`src/rtl/core_ifetch_if.sv`:
```
// Fetch-stage bundle: redirect request, OCM instruction port and decode handshake.
// master = fetch unit, slave = surrounding core / memory.
interface core_ifetch_if;
   logic        redirect;
   logic [15:0] redirect_pc;
   logic        insn_reset;
   logic        insn_request;
   logic [15:0] insn_addr;
   logic        insn_valid;
   logic [31:0] insn_data;
   logic        if_valid;
   logic [15:0] if_pc;
   logic [31:0] if_insn;
   logic        if_ready;

   modport master (
      input  redirect, redirect_pc, insn_valid, insn_data, if_ready,
      output insn_reset, insn_request, insn_addr, if_valid, if_pc, if_insn
   );

   modport slave (
      output redirect, redirect_pc, insn_valid, insn_data, if_ready,
      input  insn_reset, insn_request, insn_addr, if_valid, if_pc, if_insn
   );
endinterface

```
`src/rtl/core_ifetch.sv`:
```
// Instruction fetch: one OCM read per cycle, credit-limited by a small FIFO toward decode.
// Redirects flush the FIFO and the in-flight read, and pulse insn_reset for one cycle.
module core_ifetch #(
   parameter int          DEPTH    = 4,
   parameter logic [15:0] RESET_PC = 16'h0000
) (
   input  logic          sys_clk,
   input  logic          sys_rst,
   core_ifetch_if.master bus
);
   localparam int AW = $clog2(DEPTH);
   localparam int CW = AW + 1;
   localparam logic [CW:0] DEPTH_C = (CW+1)'(DEPTH);

   typedef struct packed {
      logic [15:0] pc;
      logic [31:0] insn;
   } fq_entry_t;

   fq_entry_t         fifo_mem [DEPTH];
   logic [AW-1:0]     wr_ptr, rd_ptr;
   logic [CW-1:0]     count, count_pop;
   logic [CW:0]       credit;
   logic              pending, rst_pulse;
   logic [15:0]       pend_pc, fetch_pc;
   logic              pop, push, drop, issue;

   // Redirect overrides everything: no pop, no capture, no issue in that cycle.
   always_comb begin
      pop       = (count != '0) && bus.if_ready && !bus.redirect;
      push      = pending && bus.insn_valid && !bus.redirect;
      drop      = pending && !bus.insn_valid;
      count_pop = count - CW'(pop);
      credit    = {1'b0, count_pop} + (CW+1)'(pending);
      issue     = !rst_pulse && !bus.redirect && !drop && (credit < DEPTH_C);
   end

   assign bus.insn_reset   = rst_pulse;
   assign bus.insn_request = issue;
   assign bus.insn_addr    = fetch_pc;
   assign bus.if_valid     = (count != '0);
   assign bus.if_pc        = bus.if_valid ? fifo_mem[rd_ptr].pc   : 16'h0000;
   assign bus.if_insn      = bus.if_valid ? fifo_mem[rd_ptr].insn : 32'h0;

   always_ff @(posedge sys_clk or posedge sys_rst) begin
      if (sys_rst) begin
         rst_pulse <= 1'b1;
         pending   <= 1'b0;
         pend_pc   <= RESET_PC;
         fetch_pc  <= RESET_PC;
         count     <= '0;
         wr_ptr    <= '0;
         rd_ptr    <= '0;
      end else begin
         rst_pulse <= bus.redirect;
         pending   <= issue;
         if (issue)
            pend_pc <= fetch_pc;

         // A dropped response rewinds fetch to the word that was lost.
         if (bus.redirect)
            fetch_pc <= {bus.redirect_pc[15:2], 2'b00};
         else if (drop)
            fetch_pc <= pend_pc;
         else if (issue)
            fetch_pc <= fetch_pc + 16'd4;

         if (bus.redirect) begin
            count  <= '0;
            wr_ptr <= '0;
            rd_ptr <= '0;
         end else begin
            if (push) wr_ptr <= wr_ptr + AW'(1);
            if (pop)  rd_ptr <= rd_ptr + AW'(1);
            count <= count_pop + CW'(push);
         end
      end
   end

   // Payload storage needs no reset: outputs are masked while the FIFO is empty.
   always_ff @(posedge sys_clk) begin
      if (push)
         fifo_mem[wr_ptr] <= '{pc: pend_pc, insn: bus.insn_data};
   end
endmodule

```
`src/flat_wrapper.sv`:
```
// flat-port wrapper written by rule: the top's interface ports become plain ports
module core_ifetch_flat 
#(
   parameter int          DEPTH    = 4,
   parameter logic [15:0] RESET_PC = 16'h0000
)
  (sys_clk, sys_rst, bus_redirect, bus_redirect_pc, bus_insn_valid, bus_insn_data, bus_if_ready, bus_insn_reset, bus_insn_request, bus_insn_addr, bus_if_valid, bus_if_pc, bus_if_insn);
  core_ifetch_if bus_i ();
  input  logic sys_clk;
  input  logic sys_rst;
  input wire logic [$bits(bus_i.redirect)-1:0] bus_redirect;
  input wire logic [$bits(bus_i.redirect_pc)-1:0] bus_redirect_pc;
  input wire logic [$bits(bus_i.insn_valid)-1:0] bus_insn_valid;
  input wire logic [$bits(bus_i.insn_data)-1:0] bus_insn_data;
  input wire logic [$bits(bus_i.if_ready)-1:0] bus_if_ready;
  output wire logic [$bits(bus_i.insn_reset)-1:0] bus_insn_reset;
  output wire logic [$bits(bus_i.insn_request)-1:0] bus_insn_request;
  output wire logic [$bits(bus_i.insn_addr)-1:0] bus_insn_addr;
  output wire logic [$bits(bus_i.if_valid)-1:0] bus_if_valid;
  output wire logic [$bits(bus_i.if_pc)-1:0] bus_if_pc;
  output wire logic [$bits(bus_i.if_insn)-1:0] bus_if_insn;
  assign bus_i.redirect = bus_redirect;
  assign bus_i.redirect_pc = bus_redirect_pc;
  assign bus_i.insn_valid = bus_insn_valid;
  assign bus_i.insn_data = bus_insn_data;
  assign bus_i.if_ready = bus_if_ready;
  assign bus_insn_reset = bus_i.insn_reset;
  assign bus_insn_request = bus_i.insn_request;
  assign bus_insn_addr = bus_i.insn_addr;
  assign bus_if_valid = bus_i.if_valid;
  assign bus_if_pc = bus_i.if_pc;
  assign bus_if_insn = bus_i.if_insn;
  core_ifetch #(.DEPTH(DEPTH), .RESET_PC(RESET_PC)) u_core (.sys_clk(sys_clk), .sys_rst(sys_rst), .bus(bus_i));
endmodule
```
`config.mk`:
```
export PLATFORM = sky130hd
export DESIGN_NAME = core_ifetch_flat
export DESIGN_NICKNAME = d
export VERILOG_FILES = /design/src/rtl/core_ifetch_if.sv /design/src/rtl/core_ifetch.sv /design/src/flat_wrapper.sv
export SDC_FILE = /design/constraint.sdc
export NUM_CORES = 1
export LEC_CHECK = 0
export BUFFER_PORTS_ARGS = -buffer_cell sky130_fd_sc_hd__buf_4
export CAP_MARGIN = 20
export CORE_ASPECT_RATIO = 0.75
export CORE_MARGIN = 5
export CORE_UTILIZATION = 50
export CTS_CLUSTER_SIZE = 10
export DETAILED_ROUTE_END_ITERATION = 8
export GPL_TIMING_DRIVEN = 0
export HOLD_SLACK_MARGIN = 0.02
export PLACE_DENSITY = 0.76
export SLEW_MARGIN = 20
export SYNTH_ARGS = -nofsm -noshare
export SYNTH_HDL_FRONTEND = slang
export SYNTH_SLANG_ARGS = --single-unit
```
`constraint.sdc`:
```
create_clock -name sys_clk -period 4.2 [get_ports sys_clk]
set_clock_uncertainty 0.1 [all_clocks]
set_input_delay 0.42 -clock sys_clk [delete_from_list [all_inputs] [get_ports sys_clk]]
set_output_delay 0.42 -clock sys_clk [all_outputs]
set_load 0.03 [all_outputs]
```
==> flow_metrics.py <==
metrics = {
    "synthesis": {
        "synth_top_family_by_area": "multiplexers",
        "synthXorXnorAreaFrac": 0.00817,
        "synth_cell_types": 46,
        "synth-seq-area-share": 0.716,
        "syn_area_per_cell_um2": 17.8,
        "synth_simple_gate_area_frac": 0.0775,
        "synthMuxAreaShare": 0.134,
        "synthAdderAreaFrac": 0.0119,
        "synth_area_um2": 9490,
        "synthCells": 533,
        "synth-compound-area-share": 0.0330,
        "async_flop_share": 0.176,
        "ys.flop_type": "edfxtp_1",
        "syn_nets": 595,
        "synth_edf_count": 192,
        "synth-seq-cells": 233,
        "yosysWarnings": 0,
    },
    "worst_setup_path": {
        "path_max_fanout": 10,
        "critPathLaunchType": "input port",
        "r2r_start": "u_core.count[0]",
        "crit_type": "in -> out",
        "required_ns": 3.68,
        "max_stage_delay_ns": 0.52,
        "end_kind": "primary output",
        "cp_slowest_cell": "dlygate4sd3_1",
        "startpoint": "bus_redirect",
        "crit_arrival_ns": 3.47,
        "path_cells": "dlygate4sd3_1, buf_4, buf_2, buf_2, clkbuf_4, nor2_1, ha_1, ha_1, nor3b_4, nor3_4, nand2_4, buf_6, inv_1, buf_4",
    },
    "grt": {
        "track_usage": 0.186,
        "grt_pass1_wl_mm": 31.6,
        "grt_max_degree": 44,
        "grt.overflow.total": 0,
        "grt_pass1_vias": 5627,
        "antenna_found_initial": 0,
    },
    "layout": {
        "fin_util": 0.643,
        "nets": 778,
        "fin_area_um2": 11900,
        "diodes": 0,
        "layout_commonest_cell": "edfxtp_1",
        "area_delta_synth_final_pct": 25.7,
        "final_cell_mix": "edfxtp_1 (192), buf_4 (118), mux4_2 (48), and2_1 (48), dfrtp_1 (40)",
        "nFillCells": 1293,
        "drive_gt1_frac": 0.336,
    },
    "detailed_routing": {
        "vias_per_cell": 5.46,
        "dr_total_vias": 5365,
        "initialDrtViolationCount": 409,
        "drc": 0,
        "ant_nets": 0,
        "wl_per_cell_um": 20.2,
        "dr.pass1.iters": 4,
        "routed_wirelength_mm": 19.9,
    },
    "timing": {
        "maxSlewViolCount": 0,
        "rsz0062_at_grt": "false",
        "hold_viol_final": 0,
        "relSlewSlack": 0.557,
        "fmax_ghz": 0.251,
        "worst_pin_slew_ns": 0.665,
        "fin_setup_tns_ns": 0,
        "layout_min_cycle_time_ns": 3.99,
        "fin_ws_ns": 0.213,
        "finalCritPeriodShare": 0.949,
        "finalSetupViolations": 0,
    },
    "clocking": {
        "clockBufferDepth": 3,
        "clkLatencyLatePin_ns": 0.51,
        "clkSinkCount": 233,
        "cts_tree": "yes",
        "cts_made_buffers": 27,
        "cts_root_buffer": "clkbuf_16",
        "htreeDepth": 1,
        "cts.clk_slew.worst_paths_ns": 0.06,
        "postCtsSetupRepairBufs": 0,
    },
    "floorplan": {
        "die_x_um": 169,
        "start_util": 0.511,
        "core_region_area_um2": 18600,
        "num_rows": 43,
        "io_pins": 120,
        "die_h_um": 129,
        "die_area_um2": 21900,
    },
    "place": {
        "place_area_um2": 10800,
        "gp_congestion": 0.891,
        "hpwl_mm": 12.9,
        "port_buffers": 117,
        "dp_slack_ns": 0.633,
    },
    "power_and_ir_drop": {
        "power_switching_uw": 1470,
        "ir_drop_v": 0.000237,
        "p_comb_frac": 0.162,
        "p_int_uw": 4250,
        "powerDensity_nw_per_um2": 479,
        "p_seq_frac": 0.484,
        "power_leakage_uw": 0.00439,
        "switching_share": 0.257,
        "clkPwrFrac": 0.354,
    },
    "run_status": {
        "outcome": "completed",
    },
    "worst_hold_path": {
        "hp-class": "in -> reg",
        "min-delay-start": "bus_redirect_pc[4]",
    },
    "run": {
        "cap_violations": 0,
    },
}
-- path summary, 6_finish.rpt --
path                       slack, ns  cells past startpoint                 endpoint
min                             0.07                      3  u_core.bus.insn_addr[4]
max in group asynchronous       3.15                      4        u_core.pend_pc[4]
min in group asynchronous       0.38                      3         u_core.wr_ptr[1]
max reg2reg                     1.04                     10        u_core.pend_pc[0]
min reg2reg                     0.46                      0   u_core.fifo_mem[3][32]
max                             0.21                     14         bus_insn_request
-- per-stage QoR --
step	total power [µW]	std cells	hold slack (ns)
2_1_floorplan	3340	533	0.324
3_3_place_gp	3680	897	0.422
3_5_place_dp	3710	902	0.359
4_1_cts	5770	985	0.0545
5_1_grt	5950	983	0.0565
6_report	5710	983	0.0692
-- metal layers --
metal  vias up  GRT usage  share of wire
met5         -          0              0
met4         0     0.0388          0.015
met3        25     0.0427          0.073
met2       189      0.297           0.47
met1      2719      0.269           0.44
li1       2432          -              -
-- timing repair --
item / 4_1_cts / 5_1_grt
gates resized for setup: 0 / 2
hold endpoints to repair: 144 / 0
hold buffers: 34 / 0
endpoints found under the setup margin: 0 / 1
-- sequential cells by signal, indices dropped and copies added, names as in the netlist --
register,cells
u_core.count,3
u_core.rd_ptr,2
u_core.bus.insn_reset,1
u_core.wr_ptr,2
u_core.pend_pc,16
u_core.bus.insn_addr,16
u_core.pending,1
u_core.fifo_mem,192
-- power by group through the flow --
stage | sequential, µW | combinational [µW] | clock (µW)
floorplan | 2790 | 549 | 0
global route | 2780 | 998 | 2170
global placement | 2790 | 887 | 0
finish | 2760 | 927 | 2020
detailed placement | 2800 | 910 | 0
CTS | 2760 | 941 | 2070
-- area by class of cell --
cell class	instances	area [µm²]	area share
buffer	26	143	0.0120
clock buffer	47	751	0.0629
clock inverter	2	17.5	0.00147
inverter	12	45.0	0.00378
multi-input combinational	260	2520	0.212
sequential	233	6790	0.569
tap	247	309	0.0259
timing repair buffer	156	1350	0.113
-- logic make-up (layout without fill, tap and decap cells) --
group,count (synthesis),count (layout)
DFF,233,233
muxes,65,65
AOI/OAI and AO/OA,50,50
and+or+nand+nor,128,128
buffers and inverters,40,243
xor gates and xnor gates,8,8
adders and majority gates,9,9
-- worst max-delay path, delay by kind of cell --
kind | cells | cell delay, ns
adder cells (fa/ha/maj) | 2 | 0.53
buffers and inverters | 8 | 1.87
AND/OR/NAND/NOR | 4 | 0.63
-- synth_stat cells, types with 3 or more instances --
library cell / count / area (µm²)
a21oi_1: 21 / 105
mux2_2: 14 / 158
xnor2_1: 4 / 35.0
edfxtp_1: 192 / 5770
clkbuf_1: 10 / 37.5
xor2_1: 3 / 26.3
o21ai_0: 11 / 55.1
nand3_1: 11 / 55.1
nor3_1: 4 / 20.0
nand2_1: 22 / 82.6
nor2b_1: 9 / 56.3
mux4_2: 48 / 1080
inv_1: 12 / 45.0
mux2i_1: 3 / 30.0
dfrtp_1: 40 / 1000
ha_1: 9 / 113
a22oi_1: 6 / 45.0
and2_1: 52 / 325
buf_2: 12 / 60.1
buf_6: 3 / 33.8
nor2_1: 15 / 56.3
(Power assumes the default switching activity.)
